## config.mk

```make
export PLATFORM = sky130hd
export DESIGN_NAME = fp_add_arbiter_flat
export DESIGN_NICKNAME = d
export VERILOG_FILES = /design/src/rtl/fp_add_arbiter_pkg.sv /design/src/rtl/fp_add_arbiter_if.sv /design/src/rtl/fp_add_arbiter_rr_picker.sv /design/src/rtl/fp_add_arbiter.sv /design/src/flat_wrapper.sv
export SDC_FILE = /design/constraint.sdc
export NUM_CORES = 1
export LEC_CHECK = 0
export BUFFER_PORTS_ARGS = -buffer_cell sky130_fd_sc_hd__buf_2
export CAP_MARGIN = 20
export CORE_MARGIN = 2
export CORE_UTILIZATION = 42
export DETAILED_ROUTE_END_ITERATION = 16
export PLACE_DENSITY = 0.78
export SYNTH_ARGS = -nofsm -noshare
export SYNTH_HDL_FRONTEND = slang
export SYNTH_SLANG_ARGS = --single-unit
```

## constraint.sdc

```tcl
create_clock -name clk -period 3.06 [get_ports clk]
set_input_delay 0.306 -clock clk [delete_from_list [all_inputs] [get_ports clk]]
set_output_delay 0.306 -clock clk [all_outputs]
set_load 0.005 [all_outputs]
```

## src/rtl/fp_add_arbiter_pkg.sv

```systemverilog
// Shared types and defaults for the fp_add_arbiter slice.
// FPARB_TIMEOUT_EN (in fp_add_arbiter.sv) uses TIMEOUT_DEF as its watchdog limit.
package fp_arb_pkg;

  localparam int W_DEF       = 8;
  localparam int TIMEOUT_DEF = 64;

  typedef enum logic [1:0] {
    IDLE  = 2'd0,
    ISSUE = 2'd1,
    WAIT  = 2'd2,
    RESP  = 2'd3
  } state_t;

endpackage

```

## src/rtl/fp_add_arbiter_if.sv

```systemverilog
// Requester, response and adder-side signals of fp_add_arbiter.
// slave is the arbiter's view; master is the surrounding logic (requesters + adder).
interface fp_add_arbiter_if #(
  parameter int NREQ = 4,
  parameter int W    = 8
);
  localparam int IW = (NREQ > 1) ? $clog2(NREQ) : 1;

  logic [NREQ-1:0]   req_valid;
  logic [NREQ-1:0]   req_ready;
  logic [NREQ*W-1:0] req_a;
  logic [NREQ*W-1:0] req_b;
  logic [NREQ-1:0]   rsp_valid;
  logic [NREQ-1:0]   rsp_ready;
  logic [W-1:0]      rsp_sum;
  logic              rsp_err;
  logic [W-1:0]      add_a;
  logic [W-1:0]      add_b;
  logic              add_start;
  logic [W-1:0]      add_sum;
  logic              add_valid;
  logic              busy;
  logic [IW-1:0]     grant_id;

  modport slave (
    input  req_valid, req_a, req_b, rsp_ready, add_sum, add_valid,
    output req_ready, rsp_valid, rsp_sum, rsp_err, add_a, add_b, add_start,
           busy, grant_id
  );

  modport master (
    output req_valid, req_a, req_b, rsp_ready, add_sum, add_valid,
    input  req_ready, rsp_valid, rsp_sum, rsp_err, add_a, add_b, add_start,
           busy, grant_id
  );

endinterface

```

## src/rtl/fp_add_arbiter_rr_picker.sv

```systemverilog
// Combinational round-robin search over req starting at ptr, wrapping modulo NREQ.
// Outputs one-hot grant, its index, and whether any request is pending.
module rr_picker #(
  parameter int NREQ = 4,
  parameter int IW   = (NREQ > 1) ? $clog2(NREQ) : 1
) (
  input  logic [NREQ-1:0] req,
  input  logic [IW-1:0]   ptr,
  output logic [NREQ-1:0] gnt,
  output logic [IW-1:0]   idx,
  output logic            any
);

  always_comb begin
    gnt = '0;
    idx = '0;
    any = 1'b0;
    for (int i = 0; i < NREQ; i++) begin
      logic [IW-1:0] j;
      j = IW'((int'(ptr) + i) % NREQ);
      if (!any && req[j]) begin
        any    = 1'b1;
        idx    = j;
        gnt[j] = 1'b1;
      end
    end
  end

endmodule

```

## src/rtl/fp_add_arbiter.sv

```systemverilog
// Round-robin sequencer sharing one adder among NREQ requesters, one request in flight.
// Define FPARB_TIMEOUT_EN to add a WAIT watchdog that returns rsp_err=1 after TIMEOUT cycles.
module fp_add_arbiter
  import fp_arb_pkg::*;
#(
  parameter int NREQ    = 4,
  parameter int W       = W_DEF,
  parameter int TIMEOUT = TIMEOUT_DEF
) (
  input  logic             clk,
  input  logic             reset,
  fp_add_arbiter_if.slave  bus
);

  localparam int IW = (NREQ > 1) ? $clog2(NREQ) : 1;
  localparam logic [NREQ-1:0] ONE = NREQ'(1);

  state_t          state_q, state_d;
  logic [IW-1:0]   rr_ptr;
  logic [IW-1:0]   grant_q;
  logic [W-1:0]    add_a_q, add_b_q, sum_q;
  logic [NREQ-1:0] pick_gnt;
  logic [IW-1:0]   pick_idx;
  logic            pick_any;
  logic            accept, rsp_hs, result_in, timeout_hit;

  rr_picker #(.NREQ(NREQ), .IW(IW)) u_picker (
    .req (bus.req_valid),
    .ptr (rr_ptr),
    .gnt (pick_gnt),
    .idx (pick_idx),
    .any (pick_any)
  );

  assign accept    = (state_q == IDLE) && pick_any;
  assign rsp_hs    = (state_q == RESP) && bus.rsp_ready[grant_q];
  assign result_in = (state_q == WAIT) && bus.add_valid;

`ifdef FPARB_TIMEOUT_EN
  localparam int CW = (TIMEOUT > 1) ? $clog2(TIMEOUT) : 1;
  logic [CW-1:0] wait_cnt;
  logic          err_q;

  // Counts WAIT cycles from 0; fires on the TIMEOUT-th cycle unless a result arrives.
  always_ff @(posedge clk or negedge reset) begin
    if (!reset)                wait_cnt <= '0;
    else if (state_q != WAIT)  wait_cnt <= '0;
    else                       wait_cnt <= wait_cnt + 1'b1;
  end

  assign timeout_hit = (state_q == WAIT) && !bus.add_valid &&
                       (wait_cnt == CW'(TIMEOUT - 1));

  always_ff @(posedge clk or negedge reset) begin
    if (!reset)           err_q <= 1'b0;
    else if (timeout_hit) err_q <= 1'b1;
    else if (rsp_hs)      err_q <= 1'b0;
  end

  assign bus.rsp_err = err_q;
`else
  assign timeout_hit = 1'b0;
  assign bus.rsp_err = 1'b0;
`endif

  always_ff @(posedge clk or negedge reset) begin
    if (!reset) state_q <= IDLE;
    else        state_q <= state_d;
  end

  always_comb begin
    state_d = state_q;
    case (state_q)
      IDLE:    if (pick_any) state_d = ISSUE;
      ISSUE:   state_d = WAIT;
      WAIT:    if (bus.add_valid || timeout_hit) state_d = RESP;
      RESP:    if (rsp_hs) state_d = IDLE;
      default: state_d = IDLE;
    endcase
  end

  always_ff @(posedge clk or negedge reset) begin
    if (!reset) begin
      add_a_q <= '0;
      add_b_q <= '0;
      grant_q <= '0;
      sum_q   <= '0;
      rr_ptr  <= '0;
    end else begin
      if (accept) begin
        add_a_q <= bus.req_a[int'(pick_idx)*W +: W];
        add_b_q <= bus.req_b[int'(pick_idx)*W +: W];
        grant_q <= pick_idx;
      end
      if (result_in)        sum_q <= bus.add_sum;
      else if (timeout_hit) sum_q <= '0;
      // The just-served requester drops to lowest priority for the next round.
      if (rsp_hs) rr_ptr <= (grant_q == IW'(NREQ - 1)) ? '0 : grant_q + 1'b1;
    end
  end

  assign bus.req_ready = accept ? pick_gnt : '0;
  assign bus.rsp_valid = (state_q == RESP) ? (ONE << grant_q) : '0;
  assign bus.rsp_sum   = sum_q;
  assign bus.add_a     = add_a_q;
  assign bus.add_b     = add_b_q;
  assign bus.add_start = (state_q == ISSUE);
  assign bus.busy      = (state_q != IDLE);
  assign bus.grant_id  = grant_q;

endmodule
```

## src/flat_wrapper.sv

```systemverilog
// flat-port wrapper written by rule: the top's interface ports become plain ports
module fp_add_arbiter_flat import fp_arb_pkg::*;
#(
  parameter int NREQ    = 4,
  parameter int W       = W_DEF,
  parameter int TIMEOUT = TIMEOUT_DEF
)
  (clk, reset, bus_req_valid, bus_req_a, bus_req_b, bus_rsp_ready, bus_add_sum, bus_add_valid, bus_req_ready, bus_rsp_valid, bus_rsp_sum, bus_rsp_err, bus_add_a, bus_add_b, bus_add_start, bus_busy, bus_grant_id);
  fp_add_arbiter_if #(.NREQ(NREQ), .W(W)) bus_i ();
  input  logic clk;
  input  logic reset;
  input wire logic [$bits(bus_i.req_valid)-1:0] bus_req_valid;
  input wire logic [$bits(bus_i.req_a)-1:0] bus_req_a;
  input wire logic [$bits(bus_i.req_b)-1:0] bus_req_b;
  input wire logic [$bits(bus_i.rsp_ready)-1:0] bus_rsp_ready;
  input wire logic [$bits(bus_i.add_sum)-1:0] bus_add_sum;
  input wire logic [$bits(bus_i.add_valid)-1:0] bus_add_valid;
  output wire logic [$bits(bus_i.req_ready)-1:0] bus_req_ready;
  output wire logic [$bits(bus_i.rsp_valid)-1:0] bus_rsp_valid;
  output wire logic [$bits(bus_i.rsp_sum)-1:0] bus_rsp_sum;
  output wire logic [$bits(bus_i.rsp_err)-1:0] bus_rsp_err;
  output wire logic [$bits(bus_i.add_a)-1:0] bus_add_a;
  output wire logic [$bits(bus_i.add_b)-1:0] bus_add_b;
  output wire logic [$bits(bus_i.add_start)-1:0] bus_add_start;
  output wire logic [$bits(bus_i.busy)-1:0] bus_busy;
  output wire logic [$bits(bus_i.grant_id)-1:0] bus_grant_id;
  assign bus_i.req_valid = bus_req_valid;
  assign bus_i.req_a = bus_req_a;
  assign bus_i.req_b = bus_req_b;
  assign bus_i.rsp_ready = bus_rsp_ready;
  assign bus_i.add_sum = bus_add_sum;
  assign bus_i.add_valid = bus_add_valid;
  assign bus_req_ready = bus_i.req_ready;
  assign bus_rsp_valid = bus_i.rsp_valid;
  assign bus_rsp_sum = bus_i.rsp_sum;
  assign bus_rsp_err = bus_i.rsp_err;
  assign bus_add_a = bus_i.add_a;
  assign bus_add_b = bus_i.add_b;
  assign bus_add_start = bus_i.add_start;
  assign bus_busy = bus_i.busy;
  assign bus_grant_id = bus_i.grant_id;
  fp_add_arbiter #(.NREQ(NREQ), .W(W), .TIMEOUT(TIMEOUT)) u_core (.clk(clk), .reset(reset), .bus(bus_i));
endmodule
```

==> flow_summary.ini, run 1 <==
[clock_network]
cts-root-buf = clkbuf_8
clk_latency_ps = 290
ctsHoldBuffers = 0
clock-sinks = 30
post_cts_buffers = 0
clock_path_buffers = 2
htree_levels = 2
cts_buffers = 5
cts_tree = built
cts_resized = 0
path_clk_slew_ps = 70

[pwr]
power.total_w = 0.00291
powerDensity_nw_per_um2 = 951
vdd_ir_drop_max_v = 0.000403
p_leak_nw = 1.56

[synthesis]
synth-compound-area-share_pct = 17.9
yosys.area_share.simple_pct = 14.1
synth.distinct_cells = 38
synth_top_family_by_area = compound AO/OA/AOI/OAI gates
synth_top_area_share_pct = 31.9
synth_edf_count = 0
syn_inst = 252
yosysSeqAreaShare_pct = 31.9
synth_flop_cell = dfrtp_1
yosys_warnings = 0
synth_common_cells = dfrtp_1, inv_1, nand2_1
netlist_area_sq_um = 2350
synth_xor_area_share_pct = 0
yosys.cell_count.top_type = dfrtp_1
avgSynthCellArea_sq_um = 9.34
synth_mux_area_share_pct = 17.5
netlist_top_cells_area = dfrtp_1, ha_1, mux2i_1
async_flop_share_pct = 100
syn_nets = 352
ys_ff_latch = 30
synthAdderAreaFrac_pct = 9.04
yosysTopAreaCell = dfrtp_1

[timing]
period_share_pct = 92.6
min_period_ps = 2830
final-setup-viol-count = 0
drv_slew = 0
hold_slack_ps = 63.3
rsz0062_at_grt = no
fmax_ghz = 0.353
finalHoldViolations = 0
fin_setup_tns_ps = 0
slew_headroom_pct = 52.5
max_slew.worst_pin.slew_ps = 712
skew_ps = 9.72

[floorplan]
core_sq_um = 5470
die-area_sq_um = 6220
dieWidth_microns = 78.9
row_count = 27
die_h_microns = 78.9
start_util_pct = 43.0
io_pins = 120

[route]
vias_per_cell = 5.36
top_layer = met4
route.met3.wl_microns = 503
routed-via-count = 2351
postRouteWirelength_microns = 6310
detail-route-antenna-nets = 0
drtPass1Iterations = 4
wl_met2_microns = 2940
wl_met1_microns = 2710
drc = 0
routedWlPerCell_microns = 14.4
drtIter0Drc = 101

[global_routing]
overflow = 0
grtUsageTotal_pct = 20.4
antenna_found_initial = 0
grt_pass1_vias = 2236
grt_pass1_wl_microns = 10200
grt_max_degree = 33

[worst_setup_path]
worst-setup-path-type = register to output port
worst_setup_path_start_kind = register
cp-end-kind = output port
crit_fanout = 10
crit_required_ps = 2750
critPathArrivalTime_ps = 2530

[layout]
nets = 466
final_cells = 439
final_area_sq_um = 3060
drive_gt1_share_pct = 40.6
syn_to_final_growth_pct = 30.0
diodes = 0
multi_input_area_sq_um = 1380
final-seq-area_sq_um = 751
nFillCells = 528

[flow_run]
drv_cap = 0

[placed_design]
dpl.cell_count = 431
place_area_sq_um = 2960
hpwl_microns = 4820
portBuffers = 118
gp_congestion = 0.785

[min_path]
hold_class = primary input to asynchronous set/reset pin

[outcome]
run_status = finished, final reports clean
per-stage QoR:
| stage | worst slack [ps] | util, % |
|---|---|---|
| finish | 227 | 55.9 |
| global route | 8.88 | 55.9 |
| CTS | 250 | 55.9 |
| detailed placement | 275 | 54.2 |
| global placement | 369 | 54.2 |
| floorplan | 98.6 | - |
state kept, by name, summed over array words and instances (netlist names):
name	flops
u_core.state_q	2
u_core.bus.add_a	8
u_core.bus.grant_id	2
u_core.bus.add_b	8
u_core.rr_ptr	2
u_core.bus.rsp_sum	8
layout by cell type, fill, tap and decap left out, types with 6 or more instances in the layout:
master      n
clkbuf_8    6
ha_1       17
buf_4       7
a31oi_1    17
nor4_1     16
buf_2     118
inv_1      26
dfrtp_1    30
mux2i_1    21
mux2_2     10
o211ai_1   17
nand2_1    24
nor2_1     11
cell type report:
cell class	count	area share, %
timing repair buffer	125	21.0
inverter	26	3.19
clock buffer	6	2.70
multi-input combinational	178	45.2
sequential	30	24.5
tap	72	2.94
clock inverter	2	0.409
critical path: stages (launching register included):
cell and delay [ps]:
dfrtp_1 380, inv_1 160, ha_1 370, nor3_1 290, a32oi_1 110, o21ai_0 320
and2_1 280, a221oi_1 110, nor2_1 90, buf_2 120
path summary, 6_finish.rpt:
check / start / end / slack [ps] / depth (start not counted)
setup reg to reg: u_core.rr_ptr[0] / u_core.bus.add_a[0] / 250 / 8
hold reg to reg: u_core.bus.rsp_sum[7] / u_core.bus.rsp_sum[7] / 500 / 1
hold / removal: reset / u_core.bus.add_b[4] / 60 / 1
min in group clk: bus_add_sum[2] / u_core.bus.rsp_sum[2] / 250 / 2
max in group asynchronous: reset / u_core.bus.grant_id[1] / 2530 / 1
setup / recovery: u_core.rr_ptr[0] / bus_req_ready[2] / 230 / 9
power by group:
group,internal (W),switching (W)
logic,0.000823,0.00102
clock network,0.000181,0.000159
registers,0.000606,0.000121
per-layer routing:
metal / global-route usage [%] / vias to the layer above
li1: - / 1148
met1: 25.1 / 1074
met2: 34.0 / 116
met3: 5.34 / 13
met4: 8.62 / 0
met5: 0 / -
kinds of logic (layout without fill, tap and decap cells):
kind of cell / count (synthesis) / after routing
AO/OA/AOI/OAI: 59 / 59
adder cells (fa/ha/maj): 17 / 17
buffers and inverters: 44 / 159
flip-flops: 30 / 30
multiplexers: 35 / 35
other: 1 / 1
AND/OR/NAND/NOR: 66 / 66
Power figures use the tool's default switching activity.
==> run 2: changes to the inputs <==
--- a/config.mk
+++ b/config.mk
@@ -8,9 +8,11 @@
 export BUFFER_PORTS_ARGS = -buffer_cell sky130_fd_sc_hd__buf_2
 export CAP_MARGIN = 20
 export CORE_MARGIN = 2
-export CORE_UTILIZATION = 42
+export CORE_UTILIZATION = 41
+export CTS_CLUSTER_SIZE = 40
 export DETAILED_ROUTE_END_ITERATION = 16
-export PLACE_DENSITY = 0.78
+export PLACE_DENSITY = 0.77
 export SYNTH_ARGS = -nofsm -noshare
 export SYNTH_HDL_FRONTEND = slang
+export SYNTH_HIERARCHICAL = 1
 export SYNTH_SLANG_ARGS = --single-unit
==> flow_summary.ini, run 2 <==
[outcome]
run_status = finished, final reports clean

[clock_network]
path_clk_slew_ps = 70
clock-sinks = 30
cts_tree = built
htree_levels = 2
clk_latency_ps = 280
cts_buffers = 5
ctsHoldBuffers = 0
clock_path_buffers = 2
cts-root-buf = clkbuf_8

[worst_setup_path]
critPathSlowestCell = dfrtp_1
crit_chain = inv_1 > ha_1 > mux4_2 > buf_4 > nor4b_4 > nor2_1 > a32o_2 > mux4_2 > mux2_2
cp-end-kind = register
r2r_slack_ps = 160
timing.rr.end = u_core/bus.add_b[5]
path_buf_inv = 2
crit_required_ps = 3210
critPathTopFamily = multiplexers
crit_top_cell = mux4_2
slowest_delay_ps = 420
worst-setup-path-type = register to register
crit_fanout = 17
rr_worst_depth = 9
crit_start = u_core/rr_ptr[0]
endpoint = u_core/bus.add_b[5]
cp.depth = 9
worst_setup_path_start_kind = register
critPathArrivalTime_ps = 3050
worstReg2RegStart = u_core/rr_ptr[0]

[synthesis]
yosysTopAreaCell = dfrtp_1
async_flop_share_pct = 100
synth_common_cells = dfrtp_1, mux2_2, ha_1
synth_top_area_share_pct = 33.6
synth.distinct_cells = 38
avgSynthCellArea_sq_um = 13.4
syn_nets = 264
syn_inst = 167
synth_edf_count = 0
ys_ff_latch = 30
netlist_top_cells_area = dfrtp_1, mux2_2, mux4_2
yosysSeqAreaShare_pct = 33.6
synth_flop_cell = dfrtp_1
netlist_area_sq_um = 2230
yosys_warnings = 6

[floorplan]
row_count = 26
dieWidth_microns = 77.8
die-area_sq_um = 6050
start_util_pct = 43.2
die_h_microns = 77.8
core_sq_um = 5170
io_pins = 120

[flow_run]
drv_cap = 0

[global_routing]
overflow = 0
grt_max_degree = 31
grt_pass1_vias = 1922
antenna_found_initial = 0
grtUsageTotal_pct = 17.9
grt_pass1_wl_microns = 8630

[timing]
finalWorstSetupSlack_ps = 161
period_share_pct = 94.7
fin_setup_tns_ps = 0
rsz0062_at_grt = no
skew_ps = 11.0
drv_slew = 0
final-setup-viol-count = 0
finalHoldViolations = 0
max_slew.worst_pin.slew_ps = 680
min_period_ps = 2900
slew_headroom_pct = 54.7
fmax_ghz = 0.345

[layout]
final_cells = 365
drive_gt1_share_pct = 62.0
syn_to_final_growth_pct = 37.4
mostFrequentLayoutCells = buf_2, mux2_2, dfrtp_1
nFillCells = 450
final_common_cell = buf_2
diodes = 0
nets = 391

[route]
routedWlPerCell_microns = 14.7
detail-route-antenna-nets = 0
vias_per_cell = 5.18
drtPass1Iterations = 4
routed-via-count = 1891
drtIter0Drc = 81
postRouteWirelength_microns = 5350
drc = 0

[placed_design]
dpl.cell_count = 354
hpwl_microns = 4220
portBuffers = 118
place_ws_ps = -91.7
gp_congestion = 0.785

[pwr]
powerDensity_nw_per_um2 = 1120
vdd_ir_drop_max_v = 0.000589
p_leak_nw = 1.53

[min_path]
hold_class = primary input to asynchronous set/reset pin
-- run 2: timing repair --
action,in CTS,in global routing
resized for setup,1,1
setup endpoints to repair,16,15
setup buffers,0,2
gates cloned,0,1
-- run 2: routing by layer --
layer	track usage, %	wire length [microns]	vias to the layer above
met5	0	0	-
met1	20.5	2060	892
met4	4.29	32	0
met2	32.2	2820	90
met3	5.93	442	4
li1	-	-	905
-- run 2: kinds of logic (layout without fill, tap and decap cells) --
group	Yosys count	in the layout	share of synthesized area (%)
other	1	1	0.168
DFF	30	30	33.6
adders and majority gates	14	14	7.84
AOI/OAI and AO/OA	23	23	7.34
and+or+nand+nor	28	28	7.84
buffers and inverters	18	146	5.04
muxes	53	53	38.2
-- run 2: how the worst min path moves through the flow --
stage / cells past startpoint / startpoint / slack, ps / end
6_report: 1 / reset / 60 / u_core/state_q[0]
3_5_place_dp: 1 / reset / 390 / u_core/state_q[0]
4_1_cts: 1 / reset / 80 / u_core/state_q[0]
2_1_floorplan: 0 / reset / 10 / u_core/bus.add_a[0]
5_1_grt: 1 / reset / 130 / u_core/state_q[0]
3_3_place_gp: 1 / reset / 380 / u_core/state_q[0]
-- run 2: stage by stage --
step / util (%) / area (sq um) / total power, W / hold WS (ps)
floorplan: - / 2230 / 0.00239 / 10.4
global placement: 56.4 / 2920 / 0.00290 / 381
detailed placement: 56.4 / 2920 / 0.00300 / 393
CTS: 58.6 / 3030 / 0.00340 / 84.8
global route: 59.3 / 3070 / 0.00370 / 127
finish: 59.3 / 3070 / 0.00343 / 59.9
-- run 2: final cells by class --
| cell class | count | area [sq um] | area share (%) |
|---|---|---|---|
| sequential | 30 | 751 | 24.5 |
| multi-input combinational | 119 | 1390 | 45.1 |
| clock inverter | 3 | 40.0 | 1.30 |
| clock buffer | 5 | 68.8 | 2.24 |
| tap | 70 | 87.6 | 2.85 |
| timing repair buffer | 129 | 703 | 22.9 |
| inverter | 9 | 33.8 | 1.10 |
-- run 2: power by group --
group          switching [W]  internal, W
sequential          0.000141     0.000614
clock               0.000149     0.000239
combinational       0.000977      0.00131
==> run 3: changes to the inputs <==
--- a/config.mk
+++ b/config.mk
@@ -12,6 +12,7 @@
 export CTS_CLUSTER_SIZE = 40
 export DETAILED_ROUTE_END_ITERATION = 16
 export PLACE_DENSITY = 0.77
+export REMOVE_ABC_BUFFERS = 1
 export SYNTH_ARGS = -nofsm -noshare
 export SYNTH_HDL_FRONTEND = slang
 export SYNTH_HIERARCHICAL = 1
==> flow_summary.ini, run 3 (synthesized netlist as in run 2, its figures left out) <==
[floorplan]
dieWidth_microns = 77.8
die_h_microns = 77.8
io_pins = 120
start_util_pct = 43.2
die-area_sq_um = 6050
core_sq_um = 5170
row_count = 26

[pwr]
powerDensity_nw_per_um2 = 1140
power.total_w = 0.00359
vdd_ir_drop_max_v = 0.000652
p_leak_nw = 1.57

[timing]
min_period_ps = 2950
finalHoldViolations = 0
drv_slew = 0
fin_setup_tns_ps = 0
hold_slack_ps = 58.1
fmax_ghz = 0.339
final-setup-viol-count = 0
max_slew.worst_pin.slew_ps = 662
slew_headroom_pct = 55.8
skew_ps = 4.95
period_share_pct = 96.5

[worst_setup_path]
cp-end-kind = register
critPathSlowestCell = mux4_1
crit_required_ps = 3230
path_buf_inv = 4
crit_top_cell = buf_4
crit_chain = inv_1 > ha_1 > buf_4 > mux4_2 > buf_4 > and2b_2 > o21ai_1 > o31ai_4 > buf_4 > mux4_1 > mux2_2
r2r_slack_ps = 110
slowest_delay_ps = 540
worst-setup-path-type = register to register
critPathArrivalTime_ps = 3120
worst_setup_path_start_kind = register
crit_fanout = 9
critPathTopFamily = multiplexers

[global_routing]
grt_max_degree = 31
antenna_found_initial = 0
overflow = 0
grt_pass1_vias = 1875
grt_pass1_wl_microns = 8660
grtUsageTotal_pct = 17.9

[clock_network]
path_clk_slew_ps = 70
cts-root-buf = clkbuf_8
clk_latency_ps = 280
htree_levels = 2
clock-sinks = 30
cts_buffers = 5
clock_path_buffers = 2
cts_tree = built

[route]
routed-via-count = 1942
postRouteWirelength_microns = 5410
vias_per_cell = 5.18
drtPass1Iterations = 4
detail-route-antenna-nets = 0
routedWlPerCell_microns = 14.4
drc = 0
drtIter0Drc = 47

[layout]
final_common_cell = buf_2
post-route-util_pct = 60.9
syn_to_final_growth_pct = 41.0
drive_gt1_share_pct = 63.0
mostFrequentLayoutCells = buf_2, mux2_2, dfrtp_1
diodes = 0
final_area_sq_um = 3150
nets = 401

[flow_run]
drv_cap = 0

[placed_design]
gp_congestion = 0.842
hpwl_microns = 4180
portBuffers = 118
place_area_sq_um = 2970

[min_path]
hold_class = primary input to asynchronous set/reset pin

[outcome]
run_status = finished, final reports clean
-- run 3: area by class of cell --
| type | count | area [sq um] |
|---|---|---|
| Clock buffer | 6 | 82.6 |
| Clock inverter | 2 | 12.5 |
| Fill cell | 434 | 2020 |
| Inverter | 9 | 33.8 |
| Multi-Input combinational cell | 119 | 1380 |
| Sequential cell | 30 | 751 |
| Tap cell | 70 | 87.6 |
| Timing Repair Buffer | 139 | 798 |
-- run 3: worst paths after layout --
check                      cells after the start                     end             startpoint
max                                           11     u_core/bus.add_a[6]       u_core/rr_ptr[0]
min                                            1       u_core/state_q[1]                  reset
max reg2reg                                   11     u_core/bus.add_a[6]       u_core/rr_ptr[0]
min reg2reg                                    1   u_core/bus.rsp_sum[0]  u_core/bus.rsp_sum[0]
max in group asynchronous                      1  u_core/bus.grant_id[1]                  reset
min in group clk                               2   u_core/bus.rsp_sum[4]         bus_add_sum[4]
-- run 3: layer usage --
layer / GRT usage [%] / wire (microns)
met4: 3.93 / 50
met5: 0 / 0
met1: 22.4 / 2240
met3: 4.19 / 384
met2: 31.5 / 2730
-- run 3: stage by stage --
stage,worst slack [ps],instances
after global placement,-40.5,359
after floorplan,-1370,158
after CTS,14.9,371
after detailed placement,-157,359
final,107,375
after global routing,-11.3,375
-- run 3: repair_timing --
action | in CTS | in global routing
setup endpoints to repair | 16 | 15
hold buffers | 0 | 0
gates resized for setup | 0 | 1
pin swaps | 1 | 0
setup buffers | 4 | 4
-- run 3: power by group --
group          internal, W  switching (W)
clock             0.000181       0.000154
combinational      0.00148        0.00102
sequential        0.000614       0.000135
